$ cat src/rtl/wb_port_arbiter_if.sv
// Bundle of writeback, multi-cycle result, decode and register-file signals
// shared between the writeback port arbiter and its surroundings.
interface wb_port_arbiter_if;
  logic        wb_we;
  logic [4:0]  wb_rd;
  logic [31:0] wb_data;

  logic        mdu_issue;
  logic [4:0]  mdu_issue_rd;
  logic        mdu_valid;
  logic [4:0]  mdu_rd;
  logic [31:0] mdu_data;
  logic        mdu_ready;

  logic [4:0]  dec_rs;
  logic [4:0]  dec_rt;
  logic [4:0]  dec_rd;
  logic        hazard;
  logic        pipe_stall;

  logic        rf_we;
  logic [4:0]  rf_rd;
  logic [31:0] rf_wd;
  logic [1:0]  fifo_count;
  logic [31:0] pend_mask;

  modport slave (
    input  wb_we, wb_rd, wb_data,
    input  mdu_issue, mdu_issue_rd, mdu_valid, mdu_rd, mdu_data,
    input  dec_rs, dec_rt, dec_rd,
    output mdu_ready, hazard, pipe_stall,
    output rf_we, rf_rd, rf_wd, fifo_count, pend_mask
  );

  modport master (
    output wb_we, wb_rd, wb_data,
    output mdu_issue, mdu_issue_rd, mdu_valid, mdu_rd, mdu_data,
    output dec_rs, dec_rt, dec_rd,
    input  mdu_ready, hazard, pipe_stall,
    input  rf_we, rf_rd, rf_wd, fifo_count, pend_mask
  );
endinterface

$ cat src/rtl/wb_port_arbiter.sv
// Shares one register-file write port between the pipeline writeback stage and
// a 2-entry in-order FIFO of multi-cycle results, with a pending-write scoreboard.
module wb_port_arbiter (
  input  logic             clock,
  input  logic             reset,
  wb_port_arbiter_if.slave bus
);

  typedef struct packed {
    logic [4:0]  rd;
    logic [31:0] data;
  } entry_t;

  typedef enum logic [1:0] {
    GRANT_IDLE,
    GRANT_WB,
    GRANT_FIFO
  } grant_e;

  entry_t      fifo_q [2];
  logic        head_q, head_d;
  logic        tail_q, tail_d;
  logic [1:0]  count_q, count_d;
  logic [1:0]  starve_q, starve_d;
  logic [31:0] pend_q, pend_d;
  logic        rf_we_q, rf_we_d;
  logic [4:0]  rf_rd_q, rf_rd_d;
  logic [31:0] rf_wd_q, rf_wd_d;

  grant_e      grant;
  entry_t      head_entry;
  logic        ready;
  logic        stall;
  logic        push;
  logic        pop;

  always_comb begin
    ready      = (count_q != 2'd2);
    stall      = (starve_q == 2'd3);
    head_entry = fifo_q[head_q];
    push       = bus.mdu_valid && ready && (bus.mdu_rd != '0);

    // A starved FIFO pre-empts the pipeline; wb_* is not even looked at then.
    grant = GRANT_IDLE;
    if (stall)
      grant = GRANT_FIFO;
    else if (bus.wb_we && (bus.wb_rd != '0))
      grant = GRANT_WB;
    else if (count_q != '0)
      grant = GRANT_FIFO;

    pop = (grant == GRANT_FIFO);
  end

  always_comb begin
    head_d   = head_q;
    tail_d   = tail_q;
    count_d  = count_q;
    starve_d = starve_q;
    pend_d   = pend_q;
    rf_we_d  = 1'b0;
    rf_rd_d  = rf_rd_q;
    rf_wd_d  = rf_wd_q;

    if (push)
      tail_d = tail_q + 1'b1;
    if (pop)
      head_d = head_q + 1'b1;

    case ({push, pop})
      2'b10:   count_d = count_q + 2'd1;
      2'b01:   count_d = count_q - 2'd1;
      default: count_d = count_q;
    endcase

    if (pop)
      starve_d = '0;
    else if ((count_q == 2'd2) && (starve_q != 2'd3))
      starve_d = starve_q + 2'd1;

    unique case (grant)
      GRANT_WB: begin
        rf_we_d = 1'b1;
        rf_rd_d = bus.wb_rd;
        rf_wd_d = bus.wb_data;
      end
      GRANT_FIFO: begin
        rf_we_d = 1'b1;
        rf_rd_d = head_entry.rd;
        rf_wd_d = head_entry.data;
      end
      default: ;
    endcase

    // Clear before set so a same-cycle re-issue keeps the bit pending.
    if (pop)
      pend_d[head_entry.rd] = 1'b0;
    if (bus.mdu_issue && (bus.mdu_issue_rd != '0))
      pend_d[bus.mdu_issue_rd] = 1'b1;
  end

  always_ff @(posedge clock or posedge reset) begin
    if (reset) begin
      head_q   <= 1'b0;
      tail_q   <= 1'b0;
      count_q  <= '0;
      starve_q <= '0;
      pend_q   <= '0;
      rf_we_q  <= 1'b0;
      rf_rd_q  <= '0;
      rf_wd_q  <= '0;
    end else begin
      head_q   <= head_d;
      tail_q   <= tail_d;
      count_q  <= count_d;
      starve_q <= starve_d;
      pend_q   <= pend_d;
      rf_we_q  <= rf_we_d;
      rf_rd_q  <= rf_rd_d;
      rf_wd_q  <= rf_wd_d;
    end
  end

  // Storage needs no reset: an empty count makes stale entries unreachable.
  always_ff @(posedge clock) begin
    if (push)
      fifo_q[tail_q] <= '{rd: bus.mdu_rd, data: bus.mdu_data};
  end

  assign bus.mdu_ready  = ready;
  assign bus.pipe_stall = stall;
  assign bus.fifo_count = count_q;
  assign bus.pend_mask  = pend_q;
  assign bus.rf_we      = rf_we_q;
  assign bus.rf_rd      = rf_rd_q;
  assign bus.rf_wd      = rf_wd_q;
  assign bus.hazard     = ((bus.dec_rs != '0) && pend_q[bus.dec_rs]) ||
                          ((bus.dec_rt != '0) && pend_q[bus.dec_rt]) ||
                          ((bus.dec_rd != '0) && pend_q[bus.dec_rd]);

endmodule

$ cat src/flat_wrapper.sv
// flat-port wrapper written by rule: the top's interface ports become plain ports
module wb_port_arbiter_flat 
  (clock, reset, bus_wb_we, bus_wb_rd, bus_wb_data, bus_mdu_issue, bus_mdu_issue_rd, bus_mdu_valid, bus_mdu_rd, bus_mdu_data, bus_dec_rs, bus_dec_rt, bus_dec_rd, bus_mdu_ready, bus_hazard, bus_pipe_stall, bus_rf_we, bus_rf_rd, bus_rf_wd, bus_fifo_count, bus_pend_mask);
  wb_port_arbiter_if bus_i ();
  input  logic clock;
  input  logic reset;
  input wire logic [$bits(bus_i.wb_we)-1:0] bus_wb_we;
  input wire logic [$bits(bus_i.wb_rd)-1:0] bus_wb_rd;
  input wire logic [$bits(bus_i.wb_data)-1:0] bus_wb_data;
  input wire logic [$bits(bus_i.mdu_issue)-1:0] bus_mdu_issue;
  input wire logic [$bits(bus_i.mdu_issue_rd)-1:0] bus_mdu_issue_rd;
  input wire logic [$bits(bus_i.mdu_valid)-1:0] bus_mdu_valid;
  input wire logic [$bits(bus_i.mdu_rd)-1:0] bus_mdu_rd;
  input wire logic [$bits(bus_i.mdu_data)-1:0] bus_mdu_data;
  input wire logic [$bits(bus_i.dec_rs)-1:0] bus_dec_rs;
  input wire logic [$bits(bus_i.dec_rt)-1:0] bus_dec_rt;
  input wire logic [$bits(bus_i.dec_rd)-1:0] bus_dec_rd;
  output wire logic [$bits(bus_i.mdu_ready)-1:0] bus_mdu_ready;
  output wire logic [$bits(bus_i.hazard)-1:0] bus_hazard;
  output wire logic [$bits(bus_i.pipe_stall)-1:0] bus_pipe_stall;
  output wire logic [$bits(bus_i.rf_we)-1:0] bus_rf_we;
  output wire logic [$bits(bus_i.rf_rd)-1:0] bus_rf_rd;
  output wire logic [$bits(bus_i.rf_wd)-1:0] bus_rf_wd;
  output wire logic [$bits(bus_i.fifo_count)-1:0] bus_fifo_count;
  output wire logic [$bits(bus_i.pend_mask)-1:0] bus_pend_mask;
  assign bus_i.wb_we = bus_wb_we;
  assign bus_i.wb_rd = bus_wb_rd;
  assign bus_i.wb_data = bus_wb_data;
  assign bus_i.mdu_issue = bus_mdu_issue;
  assign bus_i.mdu_issue_rd = bus_mdu_issue_rd;
  assign bus_i.mdu_valid = bus_mdu_valid;
  assign bus_i.mdu_rd = bus_mdu_rd;
  assign bus_i.mdu_data = bus_mdu_data;
  assign bus_i.dec_rs = bus_dec_rs;
  assign bus_i.dec_rt = bus_dec_rt;
  assign bus_i.dec_rd = bus_dec_rd;
  assign bus_mdu_ready = bus_i.mdu_ready;
  assign bus_hazard = bus_i.hazard;
  assign bus_pipe_stall = bus_i.pipe_stall;
  assign bus_rf_we = bus_i.rf_we;
  assign bus_rf_rd = bus_i.rf_rd;
  assign bus_rf_wd = bus_i.rf_wd;
  assign bus_fifo_count = bus_i.fifo_count;
  assign bus_pend_mask = bus_i.pend_mask;
  wb_port_arbiter u_core (.clock(clock), .reset(reset), .bus(bus_i));
endmodule
$ cat config.mk
export PLATFORM = sky130hd
export DESIGN_NAME = wb_port_arbiter_flat
export DESIGN_NICKNAME = d
export VERILOG_FILES = /design/src/rtl/wb_port_arbiter_if.sv /design/src/rtl/wb_port_arbiter.sv /design/src/flat_wrapper.sv
export SDC_FILE = /design/constraint.sdc
export NUM_CORES = 1
export LEC_CHECK = 0
export CAP_MARGIN = 20
export CORE_MARGIN = 2
export CORE_UTILIZATION = 49
export CTS_BUF_LIST = sky130_fd_sc_hd__clkbuf_8 sky130_fd_sc_hd__clkbuf_16
export CTS_CLUSTER_DIAMETER = 50
export DETAILED_ROUTE_END_ITERATION = 10
export GPL_ROUTABILITY_DRIVEN = 0
export GPL_TIMING_DRIVEN = 0
export HOLD_SLACK_MARGIN = 0.1
export MAX_ROUTING_LAYER = met4
export PLACE_DENSITY = 0.84
export REMOVE_ABC_BUFFERS = 1
export SETUP_SLACK_MARGIN = 0.2
export SLEW_MARGIN = 15
export SYNTH_ARGS = -nofsm -noshare
export SYNTH_HDL_FRONTEND = slang
export SYNTH_SLANG_ARGS = --single-unit
$ cat constraint.sdc
create_clock -name clock -period 3.65 [get_ports clock]
set_input_delay 0.5475 -clock clock [delete_from_list [all_inputs] [get_ports clock]]
set_output_delay 0.5475 -clock clock [all_outputs]
set_load 0.01 [all_outputs]
# --- Yosys cells after proc, flatten, opt, wreduce, memory -nomap -nowiden ---
# Memories as Yosys holds them, arrays and structs flattened.
# Cells that the tools add are included.
totals:
  ramBits: 74
  latch_bits: 0
  elab_cells: 78
  inputBits: 99
  romBits: 0
  out_inout_bits: 75
  register_bits: 76
  memories: 1
op_classes:
  mul: 0
  addsub: 5
  eq_ne: 8
  n_div: 0
  n_reduce_logical: 23
  muxes: 23
  n_bitwise: 3
  shift: 0
  order_cmp: 7
memory_table:
  columns: ["memory", "words", "word_bits", "rd", "rd_ports_with_merged_regs", "write_ports", "line_no", "source"]
  rows:
  - ["u_core.fifo_q", 2, 37, 1, 0, 1, "wb_port_arbiter.sv:20", "entry_t fifo_q [2];"]
op_table:
  columns: ["op", "count"]
  rows:
  - ["32-bit 2-to-1 mux", 2]
  - ["32-bit case mux with 2 select lines", 1]
  - ["32-bit bitwise AND", 1]
  - ["32-bit inverter", 1]
  - ["32-bit bitwise OR", 1]
  - ["5-bit by 6-bit < comparator with 1-bit output, second input constant", 5]
  - ["5-bit nonzero test", 6]
  - ["1-bit binary-select mux with 5-bit select", 3]
  - ["1-bit demux with 5-bit select", 2]
  - ["5-bit by 1-bit >= comparator with 1-bit output, second input constant", 2]
  - ["1-bit logical AND", 10]
  - ["2-bit 2-to-1 mux", 5]
  - ["5-bit case mux with 2 select lines", 1]
  - ["2-bit == test, second input constant", 4]
  - ["1-bit 2-to-1 mux", 8]
  - ["2-bit nonzero test", 4]
  - ["2-bit by 1-bit adder with 2-bit output, second input constant", 2]
  - ["2-bit by 1-bit == test with 1-bit output, second input constant", 2]
  - ["2-bit != test, second input constant", 2]
  - ["2-bit case mux with 2 select lines", 1]
  - ["1-bit adder, second input constant", 2]
  - ["1-bit logical OR", 2]
  - ["2-bit OR reduction", 1]
  - ["2-bit by 1-bit subtractor with 2-bit output, second input constant", 1]

# --- Depth between registers and ports, before layout ---
# Gate-level depths: netlist of the first run.
# An unclocked memory read counts as a cell.
depth:
  depth_word: 10
  ltp_mapped: 11
  depth_no_buf: 9

# --- Worst setup path before layout of the first run ---
# No wires, ideal clock.
synth_timing:
  path_type: "flip-flop to flip-flop"
  from: "reg u_core.count_q[0], in the netlist u_core.bus.fifo_count[0]"
  to: "mem u_core.fifo_q[0][0] in the netlist's numbering (enable)"
  stages_incl_launch_ff: 4
  n_path_buf: 0
  arrival_time_ns: 2.469
  synth_period_minus_slack_ns: 2.900
  setup_time_ns: 0.431
  slack_ns: 0.750
  required_ns: 3.219
  cell_sequence: "dfrtp_1 -> nand2b_1 -> o211ai_1 -> nor2_1"
synth_between:
  elab_chain_cells: 5
synth_rtl:
  columns: ["element", "line_no", "source"]
  rows:
  - ["start, declared", "wb_port_arbiter.sv:23", "logic [1:0] count_q, count_d;"]
  - ["start signal, assigned", "wb_port_arbiter.sv:115", "count_q <= count_d;"]
  - ["2-bit != test", "wb_port_arbiter.sv:38", "ready = (count_q != 2'd2);"]
  - ["net bus_mdu_ready", "flat_wrapper.sv:18", "output wire logic [$bits(bus_i.mdu_ready)-1:0] bus_mdu_ready;"]
  - ["1-bit logical AND (2 in series)", "wb_port_arbiter.sv:41", "push = bus.mdu_valid && ready && (bus.mdu_rd != '0);"]
  - ["1-bit 2-to-1 mux", "wb_port_arbiter.sv:126", "if (push)"]
  - ["1-bit 2-to-1 mux (implied by the code)", "wb_port_arbiter.sv:127", "fifo_q[tail_q] <= '{rd: bus.mdu_rd, data: bus.mdu_data};"]
  - ["end, declared", "wb_port_arbiter.sv:20", null]
# The timed path passes the listed nets, and every way through them passes these cells.

# --- Worst setup path after layout of the first run ---
layout_timing:
  from: "in bus_dec_rs[1]"
  to: "out bus_hazard"
layout_between:
  elab_chain_cells: 5
  elab_cells_between_ends: 6
  classes_between: "mux (2); reduce/logical (4)"
layout_rtl:
  columns: ["element", "line_no", "source"]
  rows:
  - ["start, declared", "flat_wrapper.sv:15", "input wire logic [$bits(bus_i.dec_rs)-1:0] bus_dec_rs;"]
  - ["1-bit binary-select mux with 5-bit select", "wb_port_arbiter.sv:137", "assign bus.hazard = ((bus.dec_rs != '0) && pend_q[bus.dec_rs]) ||"]
  - ["1-bit 2-to-1 mux (implied by the code)", "wb_port_arbiter.sv:137", null]
  - ["1-bit logical AND *", "wb_port_arbiter.sv:137", null]
  - ["1-bit logical OR *", "wb_port_arbiter.sv:137", null]
  - ["1-bit logical OR *", "wb_port_arbiter.sv:138", "((bus.dec_rt != '0) && pend_q[bus.dec_rt]) ||"]
  - ["end, declared", "flat_wrapper.sv:19", "output wire logic [$bits(bus_i.hazard)-1:0] bus_hazard;"]
# Mark *: on every way between the ends. The rest lies on a longest branch, timed or not. The select of a mux whose other input is x is not followed.

==> flow_summary_export.csv, run 1 <==
group,metric,value,unit
power,swShare,33.5,%
sta,clock_skew,0.0109,ns
critical_path,required,3.10,ns
status,status,"finished clean",
placement,post-place-cells,887,
yosys,ys_seq_area_share,60.7,%
routing,routed_wl,17.8,mm
routing,via_per_inst,5.80,
sta,hold_slack,0.479,ns
sta,timing.final.hold_violations,0,
sta,finalSetupViolCount,0,
routing,antenna_left,0,
routing,wl_per_cell,19.3,µm
die,io_pins,174,
yosys,synth_cell_type_count,48,
placement,postPlaceCellArea,8750,µm²
critical_path,critical_path_class,"input port to output port",
critical_path,r2r_setup_slack,1.04,ns
yosys,syn_inst,560,
yosys,yosys.area.top_type,"edfxtp_1",
yosys,synth.area.top_cells,"edfxtp_1 33%, dfrtp_1 28%, o21ai_1 8.1%",
die,start_util,49.6,%
power,p_int,5.11,mW
clocking,clock-root-buffer,"clkbuf_16",
power,p_leak,3.58,nW
yosys,yosysWarnings,0,
routing,vias,5339,
sta,period_needed,3.35,ns
routing,drc,0,
yosys,ys_seq_elements,150,
critical_path,endpoint_kind,"output port",
cells_and_area,nFillCells,969,
grt,overflow,0,
run,maxCapViolCount,0,
sta,period_share,91.8,%
cells_and_area,final_util,68.5,%
sta,maxSlewViolCount,0,
cells_and_area,diodes,0,
placement,io_buffers,173,
power,p_sw,2.57,mW
grt,antenna_found_initial,0,
yosys,syn_area,6800,µm²
clocking,clock_latency,0.41,ns
critical_path,worstPathCellList,"clkdlybuf4s50_1 > mux4_2 > a2bb2oi_1 > nand4b_1 > and3_1 > nand4_1 > clkdlybuf4s50_1",
yosys,yosys.cell_count.top_type,"o21ai_1",
cells_and_area,drive_gt1_share,8.38,%
sta,fin_tns_setup,0,ns
yosys,synth_ff_type,"dfrtp_1",
yosys,avgSynthCellArea,12.1,µm²
power,power.total,7.68,mW
clocking,htreeDepth,4,
die,core-area,13700,µm²
clocking,cts.sink_count,150,
clocking,numCtsBuffers,17,
die,fp.dieArea,14800,µm²
die,die_y,122,µm
placement,dpl_worst_slack,-0.143,ns
grt,grt_pass1_vias,5444,
routing,first_iter_violations,430,
yosys,synth_common_cells,"110 x o21ai_1, 85 x nand2_1, 76 x dfrtp_1, 74 x edfxtp_1, 45 x mux2i_1",
sta,relSlewSlack,56.2,%
critical_path,crit_top_cell,"clkdlybuf4s50_1",
die,die_x,122,µm
routing,drt_pre_antenna_iters,5,
power,p_comb_share,38.8,%
sta,tightest_slew,0.653,ns
power,pwr-share-clk,23.1,%
yosys,synth_edf_count,74,
clocking,clk_path_buf_depth,2,
cells_and_area,finalInstanceArea,9400,µm²
power,cellPowerDensity,818,nW/µm²
cells_and_area,synthToLayoutAreaGrowth,38.2,%
critical_path,cp.arrival,2.80,ns
clocking,path_clk_slew,0.06,ns
critical_path,cpPeakStageDelay,0.69,ns
hold_path,hold_path.class,"input port to async pin",
power,peakVddDrop,617,µV
yosys,synth_top_area_share,32.7,%
critical_path,crit_fanout,9,
sta,max_clock_freq,0.298,GHz
grt,grt_pass1_wl,27.0,mm
critical_path,rr_startpoint,"u_core.starve_q[0]$_DFFE_PP0P_",
cells_and_area,fin_cells,920,
grt,grt_max_degree,81,
yosys,async_reset_ff_share,50.7,%
critical_path,ff2ff_path_depth,9,
cells_and_area,nets,829,
critical_path,worstSetupStartpointType,"input port",
critical_path,cpMaxStageDelayCell,"clkdlybuf4s50_1",
power,pwr-share-seq,38.2,%
grt,groute.usage.overall,24.3,%
die,fp-row-count,43,
sta,finalWorstSetupSlack,0.298,ns
critical_path,r2r_end,"u_core.bus.pend_mask[9]$_DFF_PP0_",
placement,dp_hpwl,12.0,mm
clocking,cts_tree,"yes",
sta,rsz0062_at_grt,"no",
==> worst max-delay path, delay by kind of cell <==
kind / cells / cell delay, ns
AOI/OAI and AO/OA: 1 / 0.14
and+or+nand+nor: 3 / 0.37
muxes: 1 / 0.55
buffers and inverters: 2 / 1.19
==> how the worst max path moves through the flow <==
stage / start / endpoint / slack [ns] / depth (start not counted)
global placement: bus_wb_rd[2] / u_core.bus.pend_mask[16]$_DFF_PP0_ / -1.73 / 8
finish: bus_dec_rs[1] / bus_hazard / 0.30 / 7
CTS: bus_wb_rd[2] / u_core.bus.pend_mask[28]$_DFF_PP0_ / 0.29 / 8
global route: bus_dec_rt[0] / bus_hazard / 0.20 / 6
floorplan: bus_wb_rd[2] / u_core.bus.pend_mask[12]$_DFF_PP0_ / -0.03 / 7
detailed placement: bus_dec_rt[0] / bus_hazard / -0.14 / 6
==> layout make-up <==
cell class | count | area [µm²] | share of cell area, %
clock buffers | 26 | 594 | 6.33
clock inverters | 6 | 31.3 | 0.333
inverters | 7 | 28.8 | 0.306
multi-input cells | 372 | 2530 | 26.9
flip-flops and latches | 150 | 4130 | 43.9
well taps | 180 | 225 | 2.40
repair buffers | 179 | 1860 | 19.8
==> metal layers <==
metal  track usage (%)  routed length (µm)  up-vias
met2              39.6                8790      266
met1              29.4                7130     2624
li1                  -                   -     2421
met5                 -                   0        -
met4              8.33                 331        0
met3              6.41                1510       28
==> state kept, by name, summed over array words and instances, names as in the netlist <==
| register | count |
|---|---|
| u_core.head_q | 1 |
| u_core.bus.rf_we | 1 |
| u_core.bus.rf_rd | 5 |
| u_core.bus.fifo_count | 2 |
| u_core.fifo_q | 74 |
| u_core.starve_q | 2 |
| u_core.tail_q | 1 |
| u_core.bus.pend_mask | 32 |
| u_core.bus.rf_wd | 32 |
==> cell usage in the layout (no fill, tap or decap), drive strengths merged, types with 6 or more instances in the layout <==
master         instances
mux2i                 45
inv                   11
mux2                  10
nor2b                  8
nand3b                 6
nand2                 85
nand3                  6
edfxtp                74
clkdlybuf4s50        167
mux4                  16
buf                    6
o21ai                138
nor2                   8
clkbuf                27
dfrtp                 76
==> power by group through the flow <==
stage          combinational [mW]  sequential, mW  clock, mW
6_report                     2.98            2.93       1.77
5_1_grt                      3.21            3.00       1.86
4_1_cts                      2.97            2.92       1.79
3_5_place_dp                 2.94            2.93          0
3_3_place_gp                 2.70            2.96          0
2_1_floorplan                1.30            3.05          0
==> cell families (layout without fill, tap and decap cells) <==
| family | after synthesis | in the layout | synth area share [%] |
|---|---|---|---|
| AOI/OAI and AO/OA | 159 | 159 | 12.7 |
| DFF | 150 | 150 | 60.7 |
| and+or+nand+nor | 133 | 133 | 9.11 |
| muxes | 71 | 71 | 13.7 |
| buffers and inverters | 38 | 218 | 2.52 |
| xor gates and xnor gates | 6 | 6 | 0.773 |
| adders and majority gates | 3 | 3 | 0.552 |
==> what timing repair did <==
item | 4_1_cts | 5_1_grt
resized for setup | 6 | 7
pin swaps | 0 | 0
setup buffers | 0 | 1
endpoints found under the setup margin | 1 | 29
hold buffers | 0 | 0
(Power assumes the default switching activity.)
==> run 2: changes to the inputs <==
- CELL_PAD_IN_SITES_DETAIL_PLACEMENT: unset -> 0
- CELL_PAD_IN_SITES_GLOBAL_PLACEMENT: unset -> 1
- CORE_UTILIZATION: 49 -> 39
- CTS_CLUSTER_DIAMETER: 50 -> 120
- PLACE_DENSITY: 0.84 -> 0.85
==> run 2 against run 1 <==
Via count shrank 3.3%. Sequential share of layout area is essentially flat. Combinational power shrank 2%. Sequential power about the same. Critical path depth unchanged. Clock skew decreased by 0.0032 ns. Largest cell class unchanged. Critical path type unchanged. Sequential cell count unchanged. Final cell count is 4.9% higher. Register-to-register slack better by 0.26 ns. Worst hold slack gained 0.0031 ns.
==> flow_summary_export.csv, run 2 (synthesis gave the netlist of run 1 again) <==
group,metric,value,unit
cells_and_area,nets,829,
critical_path,required,3.10,ns
die,start_util,39.6,%
die,core-area,17200,µm²
grt,use_met2,30.4,%
power,p_leak,3.52,nW
critical_path,cpPeakStageDelay,0.51,ns
clocking,cts.sink_count,150,
clocking,numCtsBuffers,17,
routing,wl_per_cell,17.5,µm
die,io_pins,174,
grt,grt_max_degree,69,
sta,rsz0062_at_grt,"no",
routing,routed_wl,16.9,mm
clocking,cts_tree,"yes",
routing,vias,5161,
sta,tightest_slew,0.673,ns
cells_and_area,nFillCells,1452,
clocking,path_clk_slew,0.07,ns
sta,finalWorstSetupSlack,0.313,ns
placement,io_buffers,173,
grt,antenna_found_initial,0,
critical_path,cp.arrival,2.79,ns
die,die_y,136,µm
critical_path,worstPathCellList,"clkdlybuf4s15_1 > mux2_1 > a221oi_1 > o41ai_1 > a211oi_1 > nand4_1 > clkdlybuf4s50_1",
status,status,"finished clean",
sta,period_needed,3.34,ns
placement,dpl_worst_slack,-0.0905,ns
sta,timing.final.hold_violations,0,
clocking,postCtsHoldBufs,0,
critical_path,worstSetupStartpointType,"input port",
grt,grtUsageMet1,24.8,%
grt,grt.busiest_layer,"met2",
sta,hold_slack,0.482,ns
die,fp.dieArea,18500,µm²
grt,grt_use_met3,4.33,%
sta,relSlewSlack,54.9,%
critical_path,ff2ff_path_depth,9,
power,peakVddDrop,374,µV
routing,drt_pre_antenna_iters,4,
cells_and_area,diodes,0,
sta,maxSlewViolCount,0,
sta,period_share,91.4,%
die,die_x,136,µm
grt,overflow,0,
cells_and_area,top_register,"u_core.fifo_q",
routing,via_per_inst,5.35,
clocking,clock-root-buffer,"clkbuf_16",
critical_path,cpMaxStageDelayCell,"clkdlybuf4s15_1",
routing,first_iter_violations,359,
grt,grt_pass1_wl,26.8,mm
cells_and_area,synthToLayoutAreaGrowth,38.2,%
critical_path,endpoint_kind,"output port",
grt,groute.usage.overall,19.4,%
cells_and_area,largest_reg_flops,74,
clocking,htreeDepth,4,
critical_path,critical_path_class,"input port to output port",
power,power.total,7.51,mW
cells_and_area,drive_gt1_share,8.51,%
sta,clock_skew,0.00765,ns
clocking,clock_latency,0.41,ns
run,maxCapViolCount,0,
power,cellPowerDensity,799,nW/µm²
clocking,post_cts_buffers,0,
clocking,clk_path_buf_depth,2,
hold_path,hold_path.class,"input port to async pin",
cells_and_area,final_common_cell,"clkdlybuf4s50_1",
sta,max_clock_freq,0.300,GHz
cells_and_area,final_cell_mix,"166 x clkdlybuf4s50_1, 110 x o21ai_1, 85 x nand2_1, 75 x dfrtp_1, 74 x edfxtp_1",
sta,finalSetupViolCount,0,
placement,dp_hpwl,12.2,mm
routing,drc,0,
critical_path,crit_fanout,11,
grt,grt_pass1_vias,5140,
routing,antenna_left,0,
die,fp-row-count,48,
run 2: final timing paths:
check / from / endpoint / slack [ns]
setup / recovery: bus_dec_rs[0] / bus_hazard / 0.31
hold / removal: reset / u_core.bus.rf_we$_DFF_PP0_ / 0.48
setup reg to reg: u_core.starve_q[0]$_DFFE_PP0P_ / u_core.bus.pend_mask[1]$_DFF_PP0_ / 1.30
hold reg to reg: u_core.bus.rf_rd[0]$_DFFE_PP0P_ / u_core.bus.rf_rd[0]$_DFFE_PP0P_ / 0.49
max in group asynchronous: reset / u_core.head_q$_DFFE_PP0N_ / 2.56
min in group clock: u_core.bus.rf_rd[0]$_DFFE_PP0P_ / u_core.bus.rf_rd[0]$_DFFE_PP0P_ / 0.49
run 2: final cells by class:
class                   instances  area [µm²]  area share (%)
clock buffers                  18         439            4.68
clock inverters                14         125            1.33
inverters                       7        28.8           0.306
multi-input cells             372        2530            26.9
flip-flops and latches        150        4130            43.9
well taps                     225         282            3.00
repair buffers                179        1860            19.8
run 2: what timing repair did:
item,4_1_cts,5_1_grt
cloned,0,0
endpoints found under the setup margin,1,1
resized for setup,6,7
hold endpoints to repair,0,0
run 2: critical path: cells and delay by family:
family                 cells  cell delay [ns]
AND/OR/NAND/NOR            1             0.14
AO/OA/AOI/OAI              3             0.71
multiplexers               1             0.37
buffers and inverters      2             1.01
run 2: per-stage QoR:
step / instance area [µm²] / utilization (%) / std cells / TNS (ns)
after global placement: 8670 / 50.5 / 927 / -131.96
after floorplan: 6650 / - / 529 / -0.170
final: 9390 / 54.7 / 965 / 0
after global routing: 9390 / 54.7 / 965 / 0
after detailed placement: 8830 / 51.4 / 933 / -0.0905
after CTS: 9390 / 54.7 / 965 / 0
run 2: report_power, final:
| part | switching, mW | leakage (nW) | internal (mW) |
|---|---|---|---|
| Clock | 0.705 | 0.257 | 0.958 |
| Combinational | 1.36 | 1.67 | 1.57 |
| Sequential | 0.493 | 1.60 | 2.42 |
| Total | 2.56 | 3.52 | 4.95 |
run 2: metal layers:
layer	up-vias	routed length, µm
li1	2416	-
met1	2488	7200
met2	233	8030
met3	24	1370
met4	0	308
met5	-	0
